--- src/rtl/contador_pkg.sv ---
// contador_pkg: shared types and constants for the counter sequencer
package contador_pkg;
  typedef enum logic [1:0] {
    MODE_UP_WRAP   = 2'd0,
    MODE_DOWN_WRAP = 2'd1,
    MODE_PING_PONG = 2'd2
  } mode_t;
  typedef enum logic [1:0] {IDLE, ARMED, RUN, DONE} state_t;
  localparam logic DIR_UP   = 1'b0;
  localparam logic DIR_DOWN = 1'b1;
  // Mode code 11 behaves as ping-pong, so only three modes are ever latched
  function automatic mode_t decode_mode(input logic [1:0] m);
    return m == 2'b00 ? MODE_UP_WRAP : m == 2'b01 ? MODE_DOWN_WRAP : MODE_PING_PONG;
  endfunction
endpackage

--- src/rtl/contador_nucleo.sv ---
// contador_nucleo: bounded count register with load/step and bound flags
module contador_nucleo
  import contador_pkg::*;
#(
  parameter int WIDTH = 4
) (
  input  logic             clk,
  input  logic             reset,
  input  logic             i_load,
  input  logic [WIDTH-1:0] i_load_val,
  input  logic             i_step,
  input  logic             i_dir,
  input  logic [WIDTH-1:0] i_lo,
  input  logic [WIDTH-1:0] i_hi,
  output logic [WIDTH-1:0] o_count,
  output logic             o_at_lo,
  output logic             o_at_hi
);
  logic [WIDTH-1:0] r_count;
  always_ff @(posedge clk or negedge reset) begin
    if (!reset) r_count <= '0;
    else if (i_load) r_count <= i_load_val;
    else if (i_step) r_count <= i_dir == DIR_DOWN ? r_count - WIDTH'(1) : r_count + WIDTH'(1);
  end
  assign o_count = r_count;
  assign o_at_lo = r_count == i_lo;
  assign o_at_hi = r_count == i_hi;
endmodule

--- src/rtl/contador_sequenciador.sv ---
// contador_sequenciador: config handshake, run FSM and lap tracking around the count core
module contador_sequenciador
  import contador_pkg::*;
#(
  parameter int WIDTH  = 4,
  parameter int LAPS_W = 8
) (
  input  logic              clk,
  input  logic              reset,
  input  logic              cfg_valid,
  output logic              cfg_ready,
  input  logic [1:0]        cfg_mode,
  input  logic [WIDTH-1:0]  cfg_lo,
  input  logic [WIDTH-1:0]  cfg_hi,
  input  logic [LAPS_W-1:0] cfg_laps,
  input  logic              start,
  input  logic              pause,
  input  logic              abort,
  output logic [WIDTH-1:0]  saida,
  output logic              dir,
  output logic              busy,
  output logic              lap_pulse,
  output logic              done
);
  state_t              r_state, w_state_nx;
  mode_t               r_mode, w_cfg_mode;
  logic [WIDTH-1:0]    r_lo, r_hi, w_cfg_lo, w_cfg_hi, w_load_val;
  logic [LAPS_W-1:0]   r_laps, r_lap_cnt, w_lap_nx, w_lap_inc;
  logic                r_dir, w_dir_nx, r_busy, r_lap_pulse, w_lap_pulse_nx, r_done;
  logic                w_xfer, w_abort, w_cfg_take, w_active, w_load, w_step;
  logic                w_at_lo, w_at_hi, w_lap_evt, w_turn, w_fin;

  assign cfg_ready  = r_state == IDLE || r_state == ARMED;
  assign w_xfer     = cfg_valid && cfg_ready;
  assign w_abort    = abort && (r_state == ARMED || r_state == RUN);
  assign w_cfg_take = w_xfer && !w_abort;
  assign w_active   = r_state == RUN && !abort && !pause;
  assign w_cfg_mode = decode_mode(cfg_mode);
  assign w_cfg_lo   = cfg_lo > cfg_hi ? cfg_hi : cfg_lo;
  assign w_cfg_hi   = cfg_lo > cfg_hi ? cfg_lo : cfg_hi;
  // Ping-pong completes a lap only on the low-bound turn; the high turn is a plain hold
  assign w_lap_evt  = r_mode == MODE_UP_WRAP   ? w_at_hi :
                      r_mode == MODE_DOWN_WRAP ? w_at_lo : r_dir == DIR_DOWN && w_at_lo;
  assign w_turn     = r_mode == MODE_PING_PONG && r_dir == DIR_UP && w_at_hi;
  assign w_lap_inc  = r_lap_cnt + LAPS_W'(1);
  assign w_fin      = r_laps != '0 && w_lap_inc == r_laps;

  always_comb begin
    w_state_nx     = r_state;
    w_dir_nx       = r_dir;
    w_lap_nx       = r_lap_cnt;
    w_lap_pulse_nx = 1'b0;
    w_load         = 1'b0;
    w_load_val     = '0;
    w_step         = 1'b0;
    if (w_abort) begin
      w_state_nx = IDLE;
      w_dir_nx   = DIR_UP;
      w_lap_nx   = '0;
      w_load     = 1'b1;
    end else if (w_cfg_take) begin
      w_state_nx = ARMED;
      w_dir_nx   = w_cfg_mode == MODE_DOWN_WRAP ? DIR_DOWN : DIR_UP;
      w_lap_nx   = '0;
      w_load     = 1'b1;
      w_load_val = w_cfg_mode == MODE_DOWN_WRAP ? w_cfg_hi : w_cfg_lo;
    end else if (r_state == ARMED && start) begin
      w_state_nx = RUN;
    end else if (r_state == DONE) begin
      w_state_nx = IDLE;
    end else if (w_active) begin
      if (w_lap_evt) begin
        w_lap_nx       = w_lap_inc;
        w_lap_pulse_nx = 1'b1;
        w_state_nx     = w_fin ? DONE : RUN;
        w_load         = !w_fin && r_mode != MODE_PING_PONG;
        w_load_val     = r_mode == MODE_UP_WRAP ? r_lo : r_hi;
        w_dir_nx       = !w_fin && r_mode == MODE_PING_PONG ? DIR_UP : r_dir;
      end else if (w_turn) begin
        w_dir_nx = DIR_DOWN;
      end else begin
        w_step = 1'b1;
      end
    end
  end

  always_ff @(posedge clk or negedge reset) begin
    if (!reset) begin
      r_state     <= IDLE;
      r_mode      <= MODE_UP_WRAP;
      r_lo        <= '0;
      r_hi        <= '0;
      r_laps      <= '0;
      r_lap_cnt   <= '0;
      r_dir       <= DIR_UP;
      r_busy      <= 1'b0;
      r_lap_pulse <= 1'b0;
      r_done      <= 1'b0;
    end else begin
      r_state     <= w_state_nx;
      r_lap_cnt   <= w_lap_nx;
      r_dir       <= w_dir_nx;
      r_busy      <= w_state_nx == RUN;
      r_lap_pulse <= w_lap_pulse_nx;
      r_done      <= w_state_nx == DONE;
      if (w_cfg_take) begin
        r_mode <= w_cfg_mode;
        r_lo   <= w_cfg_lo;
        r_hi   <= w_cfg_hi;
        r_laps <= cfg_laps;
      end
    end
  end

  contador_nucleo #(.WIDTH(WIDTH)) u_nucleo (
    .clk        (clk),
    .reset      (reset),
    .i_load     (w_load),
    .i_load_val (w_load_val),
    .i_step     (w_step),
    .i_dir      (r_dir),
    .i_lo       (r_lo),
    .i_hi       (r_hi),
    .o_count    (saida),
    .o_at_lo    (w_at_lo),
    .o_at_hi    (w_at_hi)
  );

  assign dir       = r_dir;
  assign busy      = r_busy;
  assign lap_pulse = r_lap_pulse;
  assign done      = r_done;
endmodule

--- config.mk ---
export PLATFORM = sky130hd
export DESIGN_NAME = contador_sequenciador
export DESIGN_NICKNAME = d
export VERILOG_FILES = /design/src/rtl/contador_pkg.sv /design/src/rtl/contador_nucleo.sv /design/src/rtl/contador_sequenciador.sv
export SDC_FILE = /design/constraint.sdc
export NUM_CORES = 1
export LEC_CHECK = 0
export BUFFER_PORTS_ARGS = -buffer_cell sky130_fd_sc_hd__buf_2
export CELL_PAD_IN_SITES_DETAIL_PLACEMENT = 1
export CELL_PAD_IN_SITES_GLOBAL_PLACEMENT = 1
export CORE_MARGIN = 1.5
export CORE_UTILIZATION = 39
export DETAILED_ROUTE_END_ITERATION = 10
export GPL_TIMING_DRIVEN = 0
export PLACE_DENSITY = 0.85
export SLEW_MARGIN = 20
export SYNTH_ARGS = -nofsm -noshare
export SYNTH_HDL_FRONTEND = slang
export SYNTH_SLANG_ARGS = --single-unit
--- constraint.sdc ---
create_clock -name clk -period 2.7 [get_ports clk]
set_clock_uncertainty 0.15 [all_clocks]
set_input_delay 0.27 -clock clk [delete_from_list [all_inputs] [get_ports clk]]
set_output_delay 0.27 -clock clk [all_outputs]
set_load 0.01 [all_outputs]
# [Word-level counts from Yosys, hierarchy flattened]
# Cells that the tools add are included.
[totals] register_bits=36 latchBits=0 mem_count=0 mem_bits_rw=0 mem_bits_ro=0 input_bits=24
[classes] addsub=3 mux=58 div_mod_pow=0 n_mul=0 magnitude_cmp=1 reduce_logical=28 bitwise_logic=1 n_shift=0 n_eq_ne=16
[op_table] operator="2-to-1 mux 4 bit" count=13
[op_table] operator="2-to-1 mux 8 bit" count=6
[op_table] operator="2-to-1 mux 1 bit" count=31
[op_table] operator="2-to-1 mux 2 bit" count=8
[op_table] operator="logical AND 1 bit" count=12
[op_table] operator="== test 2 bit, second input constant" count=5
[op_table] operator="adder 8 x 1 -> 8 bit, second input constant" count=1
[op_table] operator="== test 2 x 1 -> 1 bit, second input constant" count=4
[op_table] operator="== test 4 bit" count=2
[op_table] operator="== test 8 bit" count=1
[op_table] operator="nonzero test 8 bit" count=1
[op_table] operator="logical NOT 2 bit" count=3
[op_table] operator="!= test 3 bit, second input constant" count=2
[op_table] operator="nonzero test 3 bit" count=2
[op_table] operator="AND reduction 5 bit" count=1
[op_table] operator="adder 4 x 1 -> 4 bit, second input constant" count=1
[op_table] operator="greater-than comparator 4 bit" count=1
[op_table] operator="logical NOT 1 bit" count=4
[op_table] operator="!= test 4 x 3 -> 1 bit, second input constant" count=1
[op_table] operator="AND reduction 4 bit" count=1
[op_table] operator="nonzero test 4 bit" count=1
[op_table] operator="subtractor 4 x 1 -> 4 bit, second input constant" count=1
[op_table] operator="logical OR 1 bit" count=2
[op_table] operator="!= test 2 bit, second input constant" count=1
[op_table] operator="other kinds (2)" count=2

# [Logic depth before layout (Yosys ltp)]
# Gate-level depths: netlist (run 1).
[logic_depth] depth_word=12 mapped_depth=10

# [Hierarchy]
# A second synthesis (run 1) with hierarchy kept.
[unflattened] hier_cells=288 hier_area_um2=2641.3
[modules_own_cells] module="contador_sequenciador" instances=1 cells_per_inst=242 area_each_um2=2223.4
[modules_own_cells] module="contador_nucleo" instances=1 cells_per_inst=46 area_each_um2=417.9

# [Worst setup path after synthesis (run 1)]
# No wires, ideal clock.
[synth_path] path_kind="flip-flop to flip-flop" start="register r_lap_cnt[0]" end="register u_nucleo.r_count[1], in the netlist u_nucleo.o_count[1]" required_time_ns=2.439 path_stages_with_launch=9 t_arrival_ns=2.315 period_less_slack_ns=2.577 path_slack_ns=0.123 path_cell_list="dfrtp_1 ha_1 or4b_1 a21oi_1 o22ai_1 nor4b_4 nor3b_2 and3_1 a2111oi_2"
[synth_via] elab_chain_cells=12 word_cells_on_any_way=13 classes_between="1 x add/sub; 1 x eq/ne; 7 x mux; 4 x reduce/logical"
[synth_lines] element="from (decl)" line_no="contador_sequenciador.sv:28" text="logic [LAPS_W-1:0] r_laps, r_lap_cnt, w_lap_nx, w_lap_inc;"
[synth_lines] element="from (signal assigned)" line_no="contador_sequenciador.sv:101" text="r_lap_cnt <= w_lap_nx;"
[synth_lines] element="adder 8 x 1 -> 8 bit *" line_no="contador_sequenciador.sv:45" text="assign w_lap_inc = r_lap_cnt + LAPS_W'(1);"
[synth_lines] element="== test 8 bit *" line_no="contador_sequenciador.sv:46" text="assign w_fin = r_laps != '0 && w_lap_inc == r_laps;"
[synth_lines] element="logical AND 1 bit *" line_no="contador_sequenciador.sv:46"
[synth_lines] element="logical NOT 1 bit *" line_no="contador_sequenciador.sv:76" text="w_load = !w_fin && r_mode != MODE_PING_PONG;"
[synth_lines] element="logical AND 1 bit *" line_no="contador_sequenciador.sv:76"
[synth_lines] element="2-to-1 mux 1 bit *" line_no="contador_sequenciador.sv:72" text="if (w_lap_evt) begin"
[synth_lines] element="2-to-1 mux 1 bit *" line_no="contador_sequenciador.sv:71" text="end else if (w_active) begin"
[synth_lines] element="2-to-1 mux 1 bit *" line_no="contador_sequenciador.sv:69" text="end else if (r_state == DONE) begin"
[synth_lines] element="2-to-1 mux 1 bit *" line_no="contador_sequenciador.sv:67" text="end else if (r_state == ARMED && start) begin"
[synth_lines] element="2-to-1 mux 1 bit *" line_no="contador_sequenciador.sv:61" text="end else if (w_cfg_take) begin"
[synth_lines] element="2-to-1 mux 1 bit *" line_no="contador_sequenciador.sv:56" text="if (w_abort) begin"
[synth_lines] element="2-to-1 mux 4 bit or nonzero test 2 bit (tied branches)"
[synth_lines] element="to (signal assigned)" line_no="contador_nucleo.sv:22" text="else if (i_load) r_count <= i_load_val;"
[synth_lines] element="to (signal assigned)" line_no="contador_nucleo.sv:23" text="else if (i_step) r_count <= i_dir == DIR_DOWN ? r_count - WIDTH'(1) : r_count + WIDTH'(1);"
[synth_lines] element="to (decl)" line_no="contador_nucleo.sv:19" text="logic [WIDTH-1:0] r_count;"
# Mark *: on every way between the ends. The rest lies on a longest branch, timed or not.
# A chain may end at the register's enable or synchronous reset.

# [Worst setup path after layout (run 1)]
[layout_path] start="register r_lap_cnt[0]" end="register r_dir, in the netlist dir"
[layout_via] elab_chain_cells=7
[layout_lines] element="adder 8 x 1 -> 8 bit" line_no="contador_sequenciador.sv:45"
[layout_lines] element="== test 8 bit" line_no="contador_sequenciador.sv:46"
[layout_lines] element="logical AND 1 bit" line_no="contador_sequenciador.sv:46"
[layout_lines] element="logical NOT 1 bit" line_no="contador_sequenciador.sv:78" text="w_dir_nx = !w_fin && r_mode == MODE_PING_PONG ? DIR_UP : r_dir;"
[layout_lines] element="logical AND 1 bit" line_no="contador_sequenciador.sv:78"
[layout_lines] element="!= test 4 x 3 -> 1 bit (no line)"
[layout_lines] element="AND reduction 5 bit (no line)"
[layout_lines] element="to (signal assigned)" line_no="contador_sequenciador.sv:102" text="r_dir <= w_dir_nx;"
[layout_lines] element="to (decl)" line_no="contador_sequenciador.sv:29" text="logic r_dir, w_dir_nx, r_busy, r_lap_pulse, w_lap_pulse_nx, r_done;"
# No other way between the ends.

==> results of run 1 <==
-- final cells by class --
cell class	instances	area, sq um	share of cell area, %
multi-input combinational	220	1504	52.01
sequential	36	903.4	31.24
inverter	15	56.30	1.947
tap	75	93.84	3.245
timing repair buffer	36	192.7	6.664
clock buffer	6	82.58	2.856
clock inverter	2	13.76	0.4760
buffer	10	45.04	1.558
-- per-stage QoR --
| step | TNS [ps] | hold slack [ps] | util [%] | instance area (sq um) |
|---|---|---|---|---|
| 2_1_floorplan | 0 | -175.6 | - | 2439 |
| 3_3_place_gp | -473.1 | 253.3 | 44.95 | 2693 |
| 3_5_place_dp | -449.3 | 257.0 | 44.95 | 2693 |
| 4_1_cts | 0 | 19.80 | 47.20 | 2828 |
| 5_1_grt | -51.02 | 19.14 | 48.27 | 2892 |
| 6_report | 0 | 16.02 | 48.27 | 2892 |
-- Yosys cell counts (2+ instances only) --
cell type and n:
sky130_fd_sc_hd__dfrtp_1 36, sky130_fd_sc_hd__nand4_1 3, sky130_fd_sc_hd__xnor2_1 8, sky130_fd_sc_hd__a21oi_1 15, sky130_fd_sc_hd__ha_1 12, sky130_fd_sc_hd__xor2_1 13
sky130_fd_sc_hd__mux2_2 2, sky130_fd_sc_hd__and2_1 4, sky130_fd_sc_hd__buf_2 3, sky130_fd_sc_hd__nand3_1 7, sky130_fd_sc_hd__nand4b_1 2, sky130_fd_sc_hd__nor2b_1 3
sky130_fd_sc_hd__clkbuf_1 6, sky130_fd_sc_hd__nand2_1 45, sky130_fd_sc_hd__a2111oi_2 2, sky130_fd_sc_hd__a31oi_1 4, sky130_fd_sc_hd__a211oi_1 5, sky130_fd_sc_hd__and3_1 2
sky130_fd_sc_hd__or3_1 2, sky130_fd_sc_hd__mux2i_1 9, sky130_fd_sc_hd__o32ai_1 2, sky130_fd_sc_hd__nor2_1 23, sky130_fd_sc_hd__o31ai_1 3, sky130_fd_sc_hd__o21ai_0 22
sky130_fd_sc_hd__nand2b_1 6, sky130_fd_sc_hd__a32oi_1 2, sky130_fd_sc_hd__a22o_1 2, sky130_fd_sc_hd__nor3_1 3, sky130_fd_sc_hd__inv_1 15, sky130_fd_sc_hd__a221o_1 2
-- worst max-delay path: cells and delay by family (launching register included) --
family	cells	cell delay, ps
simple gates	2	830
compound gates	5	660
flops	1	440
fa+ha+maj	1	260
buf+inv	1	200
-- power groups by stage --
stage,registers (mW),clock network [mW],logic [mW]
6_report,0.968,0.413,1.48
5_1_grt,0.998,0.441,1.64
4_1_cts,0.957,0.417,1.35
3_5_place_dp,0.967,0,1.32
3_3_place_gp,0.951,0,1.25
2_1_floorplan,0.924,0,0.962
-- state kept, by name (all words and copies together) (netlist names) --
signal,count
r_hi,4
u_nucleo.o_count,4
done,1
r_state,2
r_lo,4
r_lap_cnt,8
r_laps,8
busy,1
r_mode,2
dir,1
lap_pulse,1
-- worst max path at each step --
| stage | from | to | slack (ps) | depth (start not counted) |
|---|---|---|---|---|
| 2_1_floorplan | r_lap_cnt[0] | u_nucleo.o_count[1] | 120 | 8 |
| 3_3_place_gp | r_lap_cnt[0] | u_nucleo.o_count[2] | -120 | 8 |
| 3_5_place_dp | r_lap_cnt[0] | u_nucleo.o_count[1] | -140 | 8 |
| 4_1_cts | r_lap_cnt[0] | dir | 10 | 9 |
| 5_1_grt | r_state[0] | r_lap_cnt[5] | -30 | 10 |
| 6_report | r_lap_cnt[0] | dir | 30 | 9 |
-- routing by layer --
metal	vias up	track usage [%]	share of wire [%]
met2	72	35.49	50
met3	23	3.889	3.4
met1	1140	26.83	43
li1	1065	-	-
met5	-	0	0
met4	0	6.441	2.6
-- timing repair --
| item | 4_1_cts | 5_1_grt |
|---|---|---|
| pin swaps | 1 | 5 |
| setup endpoints to repair | 6 | 11 |
| buffers inserted | 2 | 1 |
| gates resized for setup | 2 | 10 |
| hold endpoints to repair | 36 | 0 |
| hold buffers | 1 | 0 |
-- logic make-up after synthesis --
logic type | count (synthesis)
buf+inv | 25
compound gates | 65
fa+ha+maj | 13
flops | 36
xor+xnor | 21
mux | 11
simple gates | 110
==> flow_summary_export.csv, run 1 <==
group,metric,value,unit
place,numPortBuffers,32,
critical_path,timing.critical_path.required,2700,ps
power,power_frac_comb,51.7,%
outcome,run_status,"finished, final reports clean",
detailed_routing,initialDrtViolationCount,190,
detailed_routing,routed-via-count,2300,
floorplanning,num_rows,28,
finish,commonest_cells_after_routing_fill_and_taps_aside,"44 x sky130_fd_sc_hd__nand2_1, 35 x sky130_fd_sc_hd__buf_2, 34 x sky130_fd_sc_hd__dfrtp_1",
global_routing,grt_first_pass_wirelength,10.76,mm
power,cell_internal_pwr,1.518,mW
clocking,clk_pin_slew_worst_paths,80,ps
synthesis,synth_nets,318,
synthesis,post_synth_main_area_contributors,"sky130_fd_sc_hd__dfrtp_1 37%, sky130_fd_sc_hd__nand2_1 6.9%, sky130_fd_sc_hd__ha_1 6.2%",
synthesis,synth_top_cell_by_area,"sky130_fd_sc_hd__dfrtp_1",
min_path,hold_path_class,"in -> reg",
min_path,min_to,"r_laps[0]",
critical_path,worst-setup-path-type,"reg -> reg",
synthesis,postSynthCellCount,281,
power,p_seq_share,33.8,%
clocking,worstSkewPairLatency,290,ps
timing,final_hold_violation_count,0,
finish,final_cells,400,
synthesis,synth-seq-area-share,36.94,%
detailed_routing,wl_per_cell,17.45,um
min_path,worst_hold_path_depth,3,
global_routing,vias_in_the_first_global_route,2275,
global_routing,total_grt_usage,20.91,%
synthesis,yosys.cell_types.count,48,
floorplanning,io-pin-count,33,
synthesis,netlist_area,2439,sq um
synthesis,combinational_family_with_the_most_area_after_synthesis,"simple AND/OR/NAND/NOR gates",
detailed_routing,wirelength,6.981,mm
synthesis,synth-simple-area-share,22.73,%
clocking,numCtsBuffers,5,
synthesis,number_of_enable_type_register_cells_in_the_synthesized_netlist,0,
timing,max_clock_freq,374.9,MHz
global_routing,grt-ovfl-total,0,
critical_path,reg2regPathDepth,9,
global_routing,antenna_violations_before_repair,0,
critical_path,path_cells,"ha_4 -> or4b_1 -> a21oi_2 -> o22ai_2 -> nor4b_4 -> buf_4 -> a2111oi_2 -> a211oi_1 -> o32ai_1",
power,power_dissipated_by_switching_net_loads,1.345,mW
min_path,worstHoldStart,"cfg_laps[0]",
clocking,clock_path_buffers,2,
critical_path,cp_data_arrival_time,2660,ps
synthesis,yosys.area_share.adder,6.978,%
synthesis,yosys.area.top_type_share,36.94,%
power,power.share.clock,14.4,%
power,max_rail_drop_vdd,409.2,uV
place,place.detailed.instances,388,
timing,worst_pin_slew,808.3,ps
synthesis,synth_xor_area_share,7.542,%
clocking,cts_tree,"built",
synthesis,post_synth.cell_area_avg,8.678,sq um
power,total_power,2.862,mW
synthesis,compound_gate_fraction_of_synth_area,17.03,%
finish,layout_commonest_cell,"sky130_fd_sc_hd__nand2_1",
floorplanning,design.die.area,6736,sq um
floorplanning,die-width,82.08,um
timing,max_slew_violation_total_from_the_final_report,0,
detailed_routing,detail_route.vias_per_cell,5.750,
detailed_routing,ant_nets,0,
detailed_routing,drt_pre_antenna_iters,4,
critical_path,max_stage_delay,480,ps
place,routabilityCongestion,0.8499,
clocking,ctsHtreeMaxLevel,2,
power,p_per_area,989.9,nW/um^2
finish,n_antenna_cell,0,
critical_path,crit_fanout,4,
timing,finalSetupViolations,0,
finish,num-nets-final,361,
timing,final.period_utilization,98.78,%
critical_path,timing.critical_path.to_type,"register",
timing,setup_repair_after_global_routing_missed_its_margin,"true",
floorplanning,fp.dieH,82.08,um
floorplanning,coreArea,5991,sq um
synthesis,synth_warnings,0,
critical_path,regToRegEndpoint,"dir",
synthesis,most_instantiated_flip_flop_cell_in_the_synthesis_netlist,"sky130_fd_sc_hd__dfrtp_1",
critical_path,crit-reg2reg-launch,"r_lap_cnt[0]",
critical_path,critical_path.slowest_cell,"sky130_fd_sc_hd__or4b_1",
job,cap_violations,0,
timing,worst_slew_slack_as_a_fraction_of_its_limit,46.11,%
global_routing,largest_net_degree_at_the_start_of_global_routing,37,
synthesis,synth.area.mux_share,4.618,%
critical_path,critical_path_source_type,"register",
floorplanning,starting_utilization_of_the_core_area,40.71,%
timing,finalWorstSetupSlack,32.87,ps
power,sw_frac_of_total,46.98,%
finish,filler_cell_count,715,
clocking,cts_root_buf,"sky130_fd_sc_hd__clkbuf_8",
critical_path,r2r_setup_slack,30,ps
place,dp_hpwl,4.821,mm
clocking,cts.sinks,36,
finish,post_route_cells_drive_above_1_share,19.69,%
timing,post-route-min-period,2667,ps
synthesis,synthArstFlopShare,100.0,%
synthesis,ys_seq_elements,36,
place,pre_cts_slack,-136.6,ps
finish,syn_to_final_growth,18.57,%
detailed_routing,drc_errors,0,
power,power_leakage,1.367,nW
No activity file was read; power rests on OpenSTA's default activity.
==> run 2, diff against run 1 <==
Settings changed: CELL_PAD_IN_SITES_GLOBAL_PLACEMENT 1 to 2, CORE_UTILIZATION 39 to 31.
==> flow_summary_export.csv, run 2 (same netlist as run 1, synthesis figures left out) <==
group,metric,value,unit
clocking,numCtsBuffers,5,
timing,finalSetupViolations,0,
critical_path,path_cells,"ha_4 -> or4b_1 -> a21oi_1 -> o22ai_1 -> nor4b_4 -> nor3b_2 -> and3_1 -> a2111oi_2",
global_routing,grt-ovfl-total,0,
timing,final_hold_violation_count,0,
critical_path,max_stage_delay,460,ps
critical_path,timing.critical_path.to_type,"register",
floorplanning,die-width,91.69,um
critical_path,worst-setup-path-type,"reg -> reg",
finish,num-nets-final,363,
clocking,cts_tree,"built",
timing,worst_slew_slack_as_a_fraction_of_its_limit,45.12,%
timing,final.period_utilization,96.99,%
critical_path,worstSetupStartpoint,"r_lap_cnt[0]",
detailed_routing,wl_per_cell,14.92,um
clocking,clk_pin_slew_worst_paths,80,ps
detailed_routing,drc_errors,0,
global_routing,total_grt_usage,16.05,%
place,numPortBuffers,32,
clocking,cts.sinks,36,
clocking,cts_root_buf,"sky130_fd_sc_hd__clkbuf_8",
finish,utilization,37.81,%
min_path,hold_path_class,"in -> reg",
detailed_routing,routed-via-count,2162,
finish,n_antenna_cell,0,
critical_path,crit_fanout,6,
power,power_leakage,1.369,nW
finish,filler_cell_count,965,
finish,layout_top_registers,"r_lap_cnt: 8 flops, r_laps: 8 flops",
clocking,worstSkewPairLatency,300,ps
floorplanning,fp.dieH,91.69,um
global_routing,vias_in_the_first_global_route,2187,
floorplanning,starting_utilization_of_the_core_area,31.72,%
floorplanning,num_rows,32,
place,dp_hpwl,4.805,mm
timing,worst_hold_slack,5.710,ps
finish,layout_commonest_cell,"sky130_fd_sc_hd__nand2_1",
timing,worst_pin_slew,823.2,ps
power,max_rail_drop_vdd,288.8,uV
global_routing,grt_first_pass_wirelength,10.73,mm
timing,finalWorstSetupSlack,81.34,ps
floorplanning,io-pin-count,33,
floorplanning,coreArea,7687,sq um
floorplanning,design.die.area,8407,sq um
timing,post-route-min-period,2619,ps
critical_path,worst_path_dominant_cell_family,"simple AND/OR/NAND/NOR gates",
detailed_routing,ant_nets,0,
place,place.detailed.instances,415,
min_path,worstHoldStart,"cfg_laps[1]",
place,routabilityCongestion,0.8072,
clocking,clock_path_buffers,2,
global_routing,largest_net_degree_at_the_start_of_global_routing,37,
critical_path,timing.critical_path.required,2740,ps
global_routing,antenna_violations_before_repair,0,
timing,max_clock_freq,381.9,MHz
power,p_per_area,947.7,nW/um^2
finish,syn_to_final_growth,19.19,%
detailed_routing,wirelength,6.401,mm
critical_path,cp_data_arrival_time,2660,ps
finish,final_cells,429,
clocking,ctsHtreeMaxLevel,2,
timing,setup_repair_after_global_routing_missed_its_margin,"true",
critical_path,cp.buffers_inverters,0,
place,pre_cts_slack,-129.1,ps
detailed_routing,detail_route.vias_per_cell,5.040,
finish,commonest_cells_after_routing_fill_and_taps_aside,"44 x sky130_fd_sc_hd__nand2_1, 35 x sky130_fd_sc_hd__buf_2, 35 x sky130_fd_sc_hd__dfrtp_1",
job,cap_violations,0,
detailed_routing,initialDrtViolationCount,93,
outcome,run_status,"finished, final reports clean",
critical_path,critical_path.slowest_cell,"sky130_fd_sc_hd__or4b_1",
critical_path,critical_path_source_type,"register",
timing,max_slew_violation_total_from_the_final_report,0,
detailed_routing,drt_pre_antenna_iters,4,
critical_path,crit-reg2reg-launch,"r_lap_cnt[0]",
finish,post_route_cells_drive_above_1_share,18.96,%
## run 2: where the power goes
part           switching [mW]  total, mW  internal (mW)
clock network           0.211      0.419          0.208
logic                   0.804       1.37          0.566
registers               0.235      0.966          0.731
total                    1.25       2.75           1.50
## run 2: metal layers
| layer | vias to the layer above | wire length (um) | GRT usage (%) |
|---|---|---|---|
| met5 | - | 0 | 0 |
| met4 | 0 | 101 | 4.231 |
| met3 | 8 | 146 | 2.570 |
| met2 | 26 | 3118 | 26.74 |
| met1 | 1054 | 3035 | 21.66 |
| li1 | 1074 | - | - |
## run 2: stage by stage
step / total power, mW / TNS, ps / instance area (sq um)
after CTS: 2.724 / 0 / 2851
after detailed placement: 2.295 / -452.5 / 2726
after global placement: 2.229 / -612.2 / 2726
after floorplan: 1.886 / 0 / 2439
after global routing: 2.992 / -124.4 / 2907
final: 2.755 / 0 / 2907
## run 2: final cells by class
| class | count | area, sq um | share of cell area (%) |
|---|---|---|---|
| clock inverters | 1 | 7.507 | 0.2583 |
| flip-flops and latches | 36 | 902.1 | 31.04 |
| multi-input cells | 220 | 1473 | 50.67 |
| clock buffers | 7 | 86.33 | 2.970 |
| well taps | 102 | 127.6 | 4.391 |
| repair buffers | 38 | 207.7 | 7.146 |
| inverters | 15 | 56.30 | 1.937 |
| plain buffers | 10 | 46.29 | 1.593 |
## run 2: worst register-to-register path, stage by stage, from the launching register on
cell                        delay (ps)
sky130_fd_sc_hd__dfrtp_2           440
sky130_fd_sc_hd__ha_4              260
sky130_fd_sc_hd__or4b_1            460
sky130_fd_sc_hd__a21oi_1           140
sky130_fd_sc_hd__o22ai_1           140
sky130_fd_sc_hd__nor4b_4           320
sky130_fd_sc_hd__nor3b_2           140
sky130_fd_sc_hd__and3_1            190
sky130_fd_sc_hd__a2111oi_2         260
## run 2: path summary, 6_finish.rpt
kind                                            end  slack (ps)  depth (start not counted)
min in group asynchronous              r_lap_cnt[3]         450                          2
worst min register to register         r_lap_cnt[7]         370                          1
worst max register to register  u_nucleo.o_count[1]          80                          8
max in group asynchronous              r_lap_cnt[0]        1390                          2
worst max-delay path            u_nucleo.o_count[1]          80                          8
worst min-delay path                      r_laps[1]           6                          3
## run 2: timing repair
item                                   in CTS  in global routing
buffers inserted                            1                  4
cloned                                      0                  0
hold buffers                                1                  0
pin swaps                                   1                  1
gates resized for setup                     2                  6
endpoints found under the hold margin      36                  0
setup endpoints to repair                   5                 13
